### src/rtl/bus_coherence_ctrl.sv
// Snooping bus controller: round-robin arbitration of two dcaches onto one RAM port.
// Define BUS_CTRL_C2C_EN to forward dirty snoop data cache-to-cache; otherwise it goes through RAM.
module bus_coherence_ctrl #(
    parameter int CPUS   = 2,
    parameter int WORD_W = 32
) (
    input  logic                         CLK,
    input  logic                         nRST,
    input  logic [CPUS-1:0]              dREN,
    input  logic [CPUS-1:0]              dWEN,
    input  logic [CPUS-1:0][31:0]        daddr,
    input  logic [CPUS-1:0][WORD_W-1:0]  dstore,
    input  logic [CPUS-1:0]              cctrans,
    input  logic [CPUS-1:0]              ccwrite,
    input  logic [CPUS-1:0]              snpvalid,
    input  logic [CPUS-1:0]              snpdirty,
    output logic [CPUS-1:0]              dwait,
    output logic [CPUS-1:0][WORD_W-1:0]  dload,
    output logic [CPUS-1:0]              ccwait,
    output logic [CPUS-1:0]              ccinv,
    output logic [CPUS-1:0][31:0]        ccsnoopaddr,
    output logic                         ramREN,
    output logic                         ramWEN,
    output logic [31:0]                  ramaddr,
    output logic [WORD_W-1:0]            ramstore,
    input  logic [WORD_W-1:0]            ramload,
    input  logic [1:0]                   ramstate
);

    localparam logic [1:0] RAM_ACCESS = 2'd2;

    typedef enum logic [3:0] {
        IDLE, ARB, SNOOP,
`ifdef BUS_CTRL_C2C_EN
        C2C0, C2C1,
`endif
        LOAD0, LOAD1, WB0, WB1, UPG
    } state_t;

    state_t          state;
    logic            last;
    logic            req;
    logic            peer;
    logic            peer_wb;
    logic            wb_src;
    logic            gnt;
    logic            gnt_peer;
    logic            access;
    logic [CPUS-1:0] pend;

    assign peer     = ~req;
    assign access   = (ramstate == RAM_ACCESS);
    assign pend     = (dREN | dWEN | cctrans) & ~ccwait;
    assign gnt      = (pend == 2'b11) ? ~last : pend[1];
    assign gnt_peer = ~gnt;
    // Without cache-to-cache forwarding, the peer's dirty block is written back before the fill.
    assign wb_src   = peer_wb ? peer : req;

`ifdef BUS_CTRL_C2C_EN
    assign peer_wb = 1'b0;
`endif

    always_ff @(posedge CLK or negedge nRST) begin
        if (!nRST) begin
            state       <= IDLE;
            last        <= 1'b1;
            req         <= 1'b0;
            ccwait      <= '0;
            ccinv       <= '0;
            ccsnoopaddr <= '0;
`ifndef BUS_CTRL_C2C_EN
            peer_wb     <= 1'b0;
`endif
        end else begin
            case (state)
                IDLE: begin
                    if (|pend) state <= ARB;
                end
                ARB: begin
                    if (|pend) begin
                        req <= gnt;
                        if (cctrans[gnt]) begin
                            state                 <= SNOOP;
                            ccwait[gnt_peer]      <= 1'b1;
                            ccinv[gnt_peer]       <= ccwrite[gnt];
                            ccsnoopaddr[gnt_peer] <= {daddr[gnt][31:3], 3'b000};
                        end else if (dWEN[gnt]) begin
                            state <= WB0;
                        end else begin
                            state <= LOAD0;
                        end
                    end else begin
                        state <= IDLE;
                    end
                end
                SNOOP: begin
                    if (snpvalid[peer]) begin
                        if (!dREN[req]) begin
                            state       <= UPG;
                            ccwait      <= '0;
                            ccinv       <= '0;
                            ccsnoopaddr <= '0;
                        end else if (snpdirty[peer]) begin
`ifdef BUS_CTRL_C2C_EN
                            state <= C2C0;
`else
                            state   <= WB0;
                            peer_wb <= 1'b1;
`endif
                        end else begin
                            state       <= LOAD0;
                            ccwait      <= '0;
                            ccinv       <= '0;
                            ccsnoopaddr <= '0;
                        end
                    end
                end
`ifdef BUS_CTRL_C2C_EN
                C2C0: begin
                    if (access) state <= C2C1;
                end
                C2C1: begin
                    if (access) begin
                        state       <= IDLE;
                        last        <= req;
                        ccwait      <= '0;
                        ccinv       <= '0;
                        ccsnoopaddr <= '0;
                    end
                end
`endif
                LOAD0: begin
                    if (access) state <= LOAD1;
                end
                LOAD1: begin
                    if (access) begin
                        state <= IDLE;
                        last  <= req;
                    end
                end
                WB0: begin
                    if (access) state <= WB1;
                end
                WB1: begin
                    if (access) begin
`ifndef BUS_CTRL_C2C_EN
                        if (peer_wb) begin
                            state       <= LOAD0;
                            peer_wb     <= 1'b0;
                            ccwait      <= '0;
                            ccinv       <= '0;
                            ccsnoopaddr <= '0;
                        end else begin
                            state <= IDLE;
                            last  <= req;
                        end
`else
                        state <= IDLE;
                        last  <= req;
`endif
                    end
                end
                UPG: begin
                    state <= IDLE;
                    last  <= req;
                end
                default: state <= IDLE;
            endcase
        end
    end

    // ERROR and BUSY both simply hold the word until ACCESS arrives.
    always_comb begin
        dwait    = '1;
        dload    = '0;
        ramREN   = 1'b0;
        ramWEN   = 1'b0;
        ramaddr  = '0;
        ramstore = '0;
        case (state)
`ifdef BUS_CTRL_C2C_EN
            C2C0, C2C1: begin
                ramWEN   = 1'b1;
                ramaddr  = daddr[peer];
                ramstore = dstore[peer];
                if (access) begin
                    dload[req]  = dstore[peer];
                    dwait[req]  = 1'b0;
                    dwait[peer] = 1'b0;
                end
            end
`endif
            LOAD0, LOAD1: begin
                ramREN  = 1'b1;
                ramaddr = daddr[req];
                if (access) begin
                    dload[req] = ramload;
                    dwait[req] = 1'b0;
                end
            end
            WB0, WB1: begin
                ramWEN   = 1'b1;
                ramaddr  = daddr[wb_src];
                ramstore = dstore[wb_src];
                if (access) dwait[wb_src] = 1'b0;
            end
            UPG: dwait[req] = 1'b0;
            default: ;
        endcase
    end

endmodule

### config.mk
export PLATFORM = sky130hd
export DESIGN_NAME = bus_coherence_ctrl
export DESIGN_NICKNAME = d
export VERILOG_FILES = /design/src/rtl/bus_coherence_ctrl.sv
export SDC_FILE = /design/constraint.sdc
export NUM_CORES = 1
export LEC_CHECK = 0
export ABC_AREA = 1
export BUFFER_PORTS_ARGS = -buffer_cell sky130_fd_sc_hd__buf_2
export CORE_MARGIN = 10
export CORE_UTILIZATION = 25
export CTS_CLUSTER_SIZE = 8
export DETAILED_ROUTE_END_ITERATION = 16
export GPL_TIMING_DRIVEN = 0
export SLEW_MARGIN = 20
export SYNTH_ARGS = -nofsm -noshare
export SYNTH_HDL_FRONTEND = slang
export SYNTH_SLANG_ARGS = --single-unit
export TNS_END_PERCENT = 10
### constraint.sdc
create_clock -name CLK -period 2.45 [get_ports CLK]
set_input_delay 0.245 -clock CLK [delete_from_list [all_inputs] [get_ports CLK]]
set_output_delay 0.245 -clock CLK [all_outputs]
set_load 0.02 [all_outputs]
# After elaboration in Yosys (flattened, before gate mapping)

Cells that the tools add are included.

Muxes and demuxes: 84
Equality and inequality tests: 22
Magnitude comparators: 8
Bitwise logic cells: 11
Reduce and logical (&&, ||, !) cells: 15

Operators with widths:

| kind                 | count |
|---|---|
| $mux W64             | 9 |
| $mux W32             | 11 |
| $pmux W64 S3         | 1 |
| $and A64 B64 Y64     | 1 |
| $bwmux W64           | 1 |
| $demux W32 S1        | 2 |
| $pmux W32 S2         | 1 |
| $mux W4              | 7 |
| $pmux W4 S7          | 1 |
| $mux W1              | 26 |
| $mux W2              | 12 |
| $ne A2 B2 Y1 const B | 12 |
| $pmux W2 S3          | 3 |
| $eq A4 B3 Y1 const B | 4 |
| $mux W3              | 4 |
| $lt A1 B2 Y1 const B | 5 |
| $eq A4 B2 Y1 const B | 2 |
| $reduce_and A7 Y1    | 1 |
| $not A2 Y2           | 3 |
| $or A2 B2 Y2         | 3 |
| $reduce_and A6 Y1    | 1 |
| $reduce_bool A3 Y1   | 2 |
| $reduce_or A2 Y1     | 3 |
| $reduce_and A5 Y1    | 1 |
| 15 further kinds     | 24 |

Logic and storage cells: 148
Input bits: 176
Bits in registers: 75
Output and inout port bits: 200

# Longest topological paths before layout

Gate-level depths: netlist (run 1).

Word-level depth: 14
Gate-level depth with buffers: 12
Mapped depth without buffers: 12

# Worst setup path before layout (run 1)

Ideal clock, no wire load.

Path type: flip-flop to output port
Start point: register state[1]
End point: output ramstore[22]
Path buffers: 2
Data required time: 2205 ps
Path slack: 409 ps
Data arrival time: 1796 ps
Stages on the path, launching flop included: 9
Path through: dfrtp_1 > inv_1 > nand2_1 > nand2_1 > nor2_1 > clkbuf_1 > clkbuf_1 > o21ai_0 > nor2_1

Word-level cells in the longest chain between the ends: 3
Elaborated cells on any way between the ends: 4
Those cells by class: eq/ne (2); mux (1); reduce/logical (1)

Ends and longest elaborated chain:

| what                   | line | RTL |
|---|---|---|
| start, declared        | 40   | `state_t state;` |
| start signal, assigned | 65   | `state <= IDLE;` |
| start signal, assigned | 77   | `if (\|pend) state <= ARB;` |
| start signal, assigned | 83   | `state <= SNOOP;` |
| $eq A4 B3 Y1           | 180  | `case (state)` |
| $reduce_or A2 Y1 (*)   | 180  |  |
| $mux W32 (*)           | 180  |  |
| end, declared          | 25   | `output logic [WORD_W-1:0] ramstore,` |

Mark *: on every way between the ends. The rest lies on a longest branch, timed or not.

# Worst setup path in the final report (run 1)

Start point: register state[1]
End point: output ramstore[4]

The elaborated chain is that of the path after synthesis.

==> impl_results.md, run 1 <==
- Worst VDD drop: 0.448 mV
- # nets final: 1382
- Die ar.: 26900 sq um
- Clk slew on worst S/H paths: 60 ps
- Max-Cap Viols: 0
- Dpl cell area: 7400 sq um
- Worst-path cell chain: inv_1 > nand2_1 > nand2_1 > nor2_4 > clkbuf_8 > clkbuf_4 > o21ai_0 > nor2_1 > buf_2
- Most frequent cells in the layout: buf_2 (367), nand2_1 (179), nor2_1 (136), o21ai_0 (110), dfrtp_1 (65)
- Setup violations, final: 0
- Drt pass-1 iters: 5
- CP delay by family, top: buffers and inverters
- Port Buffer Count: 369
- DR vias: 7224
- CTS tree: built
- Register area share after synthesis: 32.9%
- Chip height: 164 um
- Netlist cell types: 27
- DIE WIDTH: 164 um
- Critical path startpoint category: flip-flop
- Delay of the slowest cell on the worst path: 390 ps
- Period utilisation layout: 95.9%
- Clock sinks: 68
- Clock insertion delay at the later pin of the skew report: 340 ps
- Skew final: 6.24 ps
- Area leader, netlist: dfrtp_1
- Status: finished, final reports clean
- Core region area: 20300 sq um
- Share of the synthesized area in the top cell type: 32.4%
- CP dominant cell by count: nand2_1
- Fraction of layout cells with a size suffix above 1: 38.0%
- Slew Limit Headroom: 49.0%
- Number of CTS-inserted buffers: 9
- GP Congestion: 0.913
- Largest net degree at the start of global routing: 40
- DP HPWL: 25100 um
- Top post-synthesis cells by area: dfrtp_1 (32%), nand2_1 (13%), o21ai_0 (11%)
- Fillers: 2247
- Critical Path RT: 2200 ps
- Most common cell after layout, fill and taps aside: buf_2
- DR iter-0 viols: 476
- Setup Crit Path Kind: flip-flop to output pin
- IO Pins: 376
- Yosys reg bits: 68
- GR peak layer: met2
- RSZ-0062 raised after global routing: true
- Vias in the first global route: 7284
- Met1 global-route usage: 24.2%
- Non-filler cells, final: 1482
- Critical-path top delay cell: dfrtp_1
- Crit. End Element: output pin
- F_max: 0.426 GHz
- Mapped Avg Cell Area: 6.33 sq um
- Power per Cell Area: 1500 nW/um^2
- Cells after DPL: 1463
- GR Overflow Total: 0
- Yosys warns: 0
- Vias per Instance: 4.87
- Final hold vios: 0
- Post-route minimum period: 2350 ps
- # DRC: 0
- Antenna viol nets, final: 0
- CP max FO: 10
- Layout overhead on the synthesized area: 51.1%
- GR Util All Layers: 20.8%
- Worst Hold Class: primary input to flip-flop
- Clock buffer depth: 2
- Leakage: 0.00451 uW
- Global-route wire length before repair: 43500 um
- WP buf/inv: 4
- Critical path arrival: 2100 ps
- Worst-Margin Slew: 762 ps
- Design area: 7830 sq um
- Post-Syn Area: 5180 sq um
- Slew Limit Fails: 0
- Mapped Cells: 818
- H-Tree Depth: 3
- Initial core utilization: 25.5%
- Mean routed wirelength per cell: 20.1 um
- GR Layer Usage met3: 6.36%
- Final wirelength: 29800 um
- Clock root buffer master: clkbuf_16
- Std-Cell Rows: 52
- GR Util met2: 36.2%
- Initial antenna violation count: 5
## registers in the layout, indices dropped and copies added (netlist names)
signal       cells
peer_wb          1
state            3
ccwait           2
req              1
ccinv            2
last             1
ccsnoopaddr     58
## through the flow
stage | utilization [%] | total power, uW | setup WS (ps) | hold slack, ps | setup TNS (ps)
2_1_floorplan | - | 7180 | 409 | -50.6 | 0
3_3_place_gp | 36.4 | 10200 | -381 | 450 | -7190
3_5_place_dp | 36.5 | 10300 | -379 | 207 | -7070
4_1_cts | 38.3 | 11700 | -73.8 | 145 | -476
5_1_grt | 38.6 | 12700 | -8.14 | 161 | -22.6
6_report | 38.6 | 11800 | 100 | 164 | 0
## metal layers
metal	wire length, um	vias up
met4	619	6
met5	34	-
met1	11800	3316
met3	2720	46
li1	-	3494
met2	14700	362
## worst paths after layout
check / startpoint / endpoint / slack [ps] / cells past startpoint
max: state[1] / ramstore[4] / 100 / 9
min: ccwrite[0] / ccinv[1] / 160 / 3
max reg2reg: state[2] / ccsnoopaddr[54] / 250 / 10
min reg2reg: ccsnoopaddr[35] / ccsnoopaddr[35] / 460 / 2
max in group asynchronous: nRST / last / 1440 / 3
min in group asynchronous: nRST / ccsnoopaddr[21] / 380 / 2
## layout make-up
type / instances / area, sq um / area share (%)
clock inverter: 5 / 36.3 / 0.464
clock buffer: 11 / 243 / 3.10
sequential: 68 / 1710 / 21.8
multi-input combinational: 615 / 2870 / 36.7
tap: 270 / 338 / 4.32
timing repair buffer: 372 / 1900 / 24.2
antenna: 1 / 2.50 / 0.0320
buffer: 75 / 484 / 6.19
inverter: 65 / 249 / 3.18
## Yosys cell counts
| library cell | count |
|---|---|
| nor3_4 | 1 |
| inv_1 | 61 |
| dfstp_2 | 1 |
| and2_1 | 1 |
| o22ai_1 | 28 |
| nor3_1 | 64 |
| buf_4 | 6 |
| nand3_2 | 2 |
| a31oi_1 | 1 |
| nor2_2 | 1 |
| o21ai_1 | 2 |
| o2111ai_1 | 2 |
| nand4_1 | 61 |
| o21ai_0 | 111 |
| nand3_1 | 10 |
| clkbuf_1 | 55 |
| nand2_1 | 180 |
| nand3b_4 | 1 |
| conb_1 | 1 |
| a21oi_1 | 3 |
| inv_2 | 4 |
| nand2_2 | 3 |
| nand3_4 | 1 |
| buf_6 | 13 |
| nor2_1 | 137 |
| dfrtp_1 | 67 |
| buf_1 | 1 |
## what timing repair did
action                     in CTS  in global routing
pin swaps                       0                  2
setup endpoints to repair     127                127
resized for setup              39                 41
setup buffers                   0                  1
hold endpoints to repair       29                  0
hold buffers                    1                  0
cloned                          0                  0
## power breakdown
part / switching [uW] / total (uW) / internal [uW]
combinational: 5960 / 8580 / 2620
sequential: 291 / 1930 / 1640
clock: 525 / 1240 / 715
total: 6780 / 11800 / 4980
## worst min-delay path, stage by stage
cell and delay, ps:
buf_2 80, nand4_1 80, nand2_1 70
## cells by family after synthesis
kind of cell | after synthesis | share of synthesized area, %
flip-flops | 68 | 32.9
AND/OR/NAND/NOR | 462 | 39.5
AO/OA/AOI/OAI | 147 | 15.1
other | 1 | 0.0724
buffers and inverters | 140 | 12.5
No activity file was read; power rests on OpenSTA's default activity.
==> inputs of run 2 (changes only) <==
--- a/config.mk
+++ b/config.mk
@@ -7,11 +7,12 @@
 export LEC_CHECK = 0
 export ABC_AREA = 1
 export BUFFER_PORTS_ARGS = -buffer_cell sky130_fd_sc_hd__buf_2
-export CORE_MARGIN = 10
-export CORE_UTILIZATION = 25
+export CORE_AREA = 10 10 136 138
 export CTS_CLUSTER_SIZE = 8
 export DETAILED_ROUTE_END_ITERATION = 16
+export DIE_AREA = 0 0 146 148
 export GPL_TIMING_DRIVEN = 0
+export PLACE_DENSITY = 0.67
 export SLEW_MARGIN = 20
 export SYNTH_ARGS = -nofsm -noshare
 export SYNTH_HDL_FRONTEND = slang
==> run 2 against run 1 <==
First-iteration DRC count decreased by 9.7%. Non-clock buffer count shrank 1. Sequential share of layout area is 0.089 points higher. Final cell count decreased by 3.6%. Critical path depth stayed put. Clock skew rose by 5.7 ps. Core utilization grew 11 points. Largest cell class unchanged. Worst setup slack got worse by 53 ps. Final area decreased by 0.48%.
==> impl_results.md, run 2 (synthesis gave the netlist of run 1 again) <==
- Largest register FFs: 58 (unchanged)
- # DRC: 0 (unchanged)
- DIE WIDTH: 146 um (-11%)
- Final hold vios: 0 (unchanged)
- Number of CTS-inserted buffers: 9 (unchanged)
- Critical path startpoint category: flip-flop
- Crit. End Element: output pin
- Critical path arrival: 2160 ps (+60 ps)
- Clock share of power: 11.8% (+1.3 points)
- Reg2reg end: ccsnoopaddr[51]
- # nets final: 1381 (-0.072%)
- Worst Hold Class: primary input to flip-flop
- Setup violations, final: 0 (unchanged)
- Part of the power in registers: 16.4% (about the same)
- Status: finished, final reports clean
- DR vias: 7299 (+1.0%)
- Global-route wire length before repair: 43100 um (-0.90%)
- Most flops, register: ccsnoopaddr
- Critical Path RT: 2200 ps (about the same)
- DP HPWL: 24100 um (-4.1%)
- GR Overflow Total: 0 (unchanged)
- IO Pins: 376 (unchanged)
- Slew Limit Headroom: 49.5% (+0.49 points)
- Max-Cap Viols: 0 (unchanged)
- H-Tree Depth: 3 (unchanged)
- Clock insertion delay at the later pin of the skew report: 350 ps (about the same)
- Leakage: 0.00450 uW (about the same)
- Port Buffer Count: 369 (unchanged)
- Fillers: 1695 (-25%)
- F_max: 0.416 GHz (-2.2%)
- Period utilisation layout: 98.1% (+2.2 points)
- Largest net degree at the start of global routing: 46 (+15%)
- Vias in the first global route: 7167 (-1.6%)
- Area occupied by multi-input gates: 2870 sq um (about the same)
- R2R Setup Slk: 230 ps (-20 ps)
- GP Congestion: 0.935 (+2.4%)
- Clock buffer depth: 2 (unchanged)
- Mean routed wirelength per cell: 20.5 um (+1.7%)
- Post-route minimum period: 2400 ps (+53.2 ps)
- Dpl ws: -182 ps (+197 ps)
- Vias per Instance: 5.11 (+4.8%)
- Registers with the most flip-flops: ccsnoopaddr: 58 flops, state: 3 flops
- Setup WS post-layout: 47.2 ps (-53.2 ps)
- Worst-Margin Slew: 755 ps (-7.32 ps)
- Tot Pwr: 11800 uW (+0.37%)
- Drt pass-1 iters: 5 (unchanged)
- CP max FO: 10 (unchanged)
- Sw frac: 57.3% (-0.33 points)
- Power per Cell Area: 1520 nW/um^2 (+0.85%)
- Most common cell after layout, fill and taps aside: buf_2
- Power Internal: 5040 uW (+1.2%)
- RSZ-0062 raised after global routing: true
- Worst flop-to-flop path startpoint: ccwait[1]
- Chip height: 148 um (-9.7%)
- Setup Crit Path Kind: flip-flop to output pin
- Layout overhead on the synthesized area: 50.4%
- Crit path from: req
- Clock root buffer master: clkbuf_16
- Reg area: 1700 sq um (about the same)
- GR Util All Layers: 25.2% (+4.4 points)
- Gate power share: 71.7% (-1.3 points)
- Clock sinks: 68 (unchanged)
- Worst Reg2Reg Path Length in Cells: 8 (-2)
- Final core utilization: 49.6% (+11 points)
- Skew final: 11.9 ps (+5.70 ps)
- Antenna viol nets, final: 0 (unchanged)
- Final wirelength: 29300 um (-1.9%)
- Clk slew on worst S/H paths: 70 ps (about the same)
- Std-Cell Rows: 46 (-12%)
- Initial antenna violation count: 4 (-1)
- Worst VDD drop: 0.495 mV (+10%)
- Core region area: 15700 sq um (-23%)
- CTS tree: built
- DR iter-0 viols: 430 (-9.7%)
- Slew Limit Fails: 0 (unchanged)
- Fraction of layout cells with a size suffix above 1: 37.4% (-0.55 points)
- Initial core utilization: 33.0% (+7.4 points)
- Sw Pwr: 6760 uW (-0.21%)
- CP Capture Point: ramaddr[29]
- Die ar.: 21600 sq um (-20%)
- Most frequent cells in the layout: buf_2 (365), nand2_1 (180), nor2_1 (136), o21ai_0 (111), dfrtp_1 (66)
[run 2: cell types whose count changed in the layout (fill, tap and decap cells not counted), moves of 2 or more]
cell	delta
buf_6	+2
inv_6	+2
clkbuf_4	+2
clkbuf_8	-2
nor3_1	-2
buf_2	-2
clkbuf_2	-6
buf_4	-2
diode_2	+2
nor3_2	+2
clkbuf_1	+4
[run 2: repair_timing]
item                       4_1_cts  5_1_grt
setup endpoints to repair      118      113
pin swaps                        0        1
gates resized for setup         29       47
buffers inserted                 0        0
hold endpoints to repair        22        0
hold buffers                     1        0
[run 2: routing by layer]
layer  track usage, %  part of all wire (%)  vias up
met5                0                 0.038        -
met4             9.16                   3.1        2
met3             7.33                   8.9       57
met2             44.5                    50      396
met1             28.3                    38     3352
li1                 -                     -     3492
[run 2: worst min-delay path by stage]
stage / start / end / slack [ps] / cells after the start
CTS: ccwrite[1] / ccinv[0] / 150 / 3
floorplan: nRST / ccinv[0] / -50 / 0
global route: ccwrite[1] / ccinv[0] / 170 / 3
finish: ccwrite[1] / ccinv[0] / 160 / 3
detailed placement: nRST / ccsnoopaddr[10] / 190 / 1
global placement: ccsnoopaddr[16] / ccsnoopaddr[16] / 450 / 2
[run 2: layout make-up]
class | count | share of cell area [%]
inverter | 65 | 3.16
tap | 216 | 3.47
clock buffer | 9 | 2.89
sequential | 68 | 21.9
timing repair buffer | 371 | 24.4
multi-input combinational | 615 | 36.9
antenna | 3 | 0.0964
clock inverter | 7 | 1.06
buffer | 75 | 6.14
[run 2: power by group through the flow]
stage | Combinational (uW) | Clock [uW] | Sequential, uW
2_1_floorplan | 4730 | 0 | 2450
3_3_place_gp | 8170 | 0 | 1930
3_5_place_dp | 8220 | 0 | 1940
4_1_cts | 8330 | 1400 | 1930
5_1_grt | 9200 | 1460 | 2000
6_report | 8470 | 1400 | 1940
[run 2: critical path: stages, from the launching register on]
cell      delay [ps]
dfrtp_2          470
inv_4            140
nand2_1           70
nand2_1           90
inv_1             60
clkbuf_4         190
clkbuf_4         200
o21ai_0          270
o22ai_2          140
buf_4            180
[run 2: stage by stage]
stage | cells | hold WS, ps | instance area (sq um) | TNS, ps
finish | 1429 | 157 | 7790 | 0
global route | 1429 | 166 | 7790 | -2510
CTS | 1426 | 153 | 7710 | -28.0
detailed placement | 1409 | 186 | 7340 | -1310
global placement | 1408 | 448 | 7310 | -1840
floorplan | 823 | -50.6 | 5200 | 0
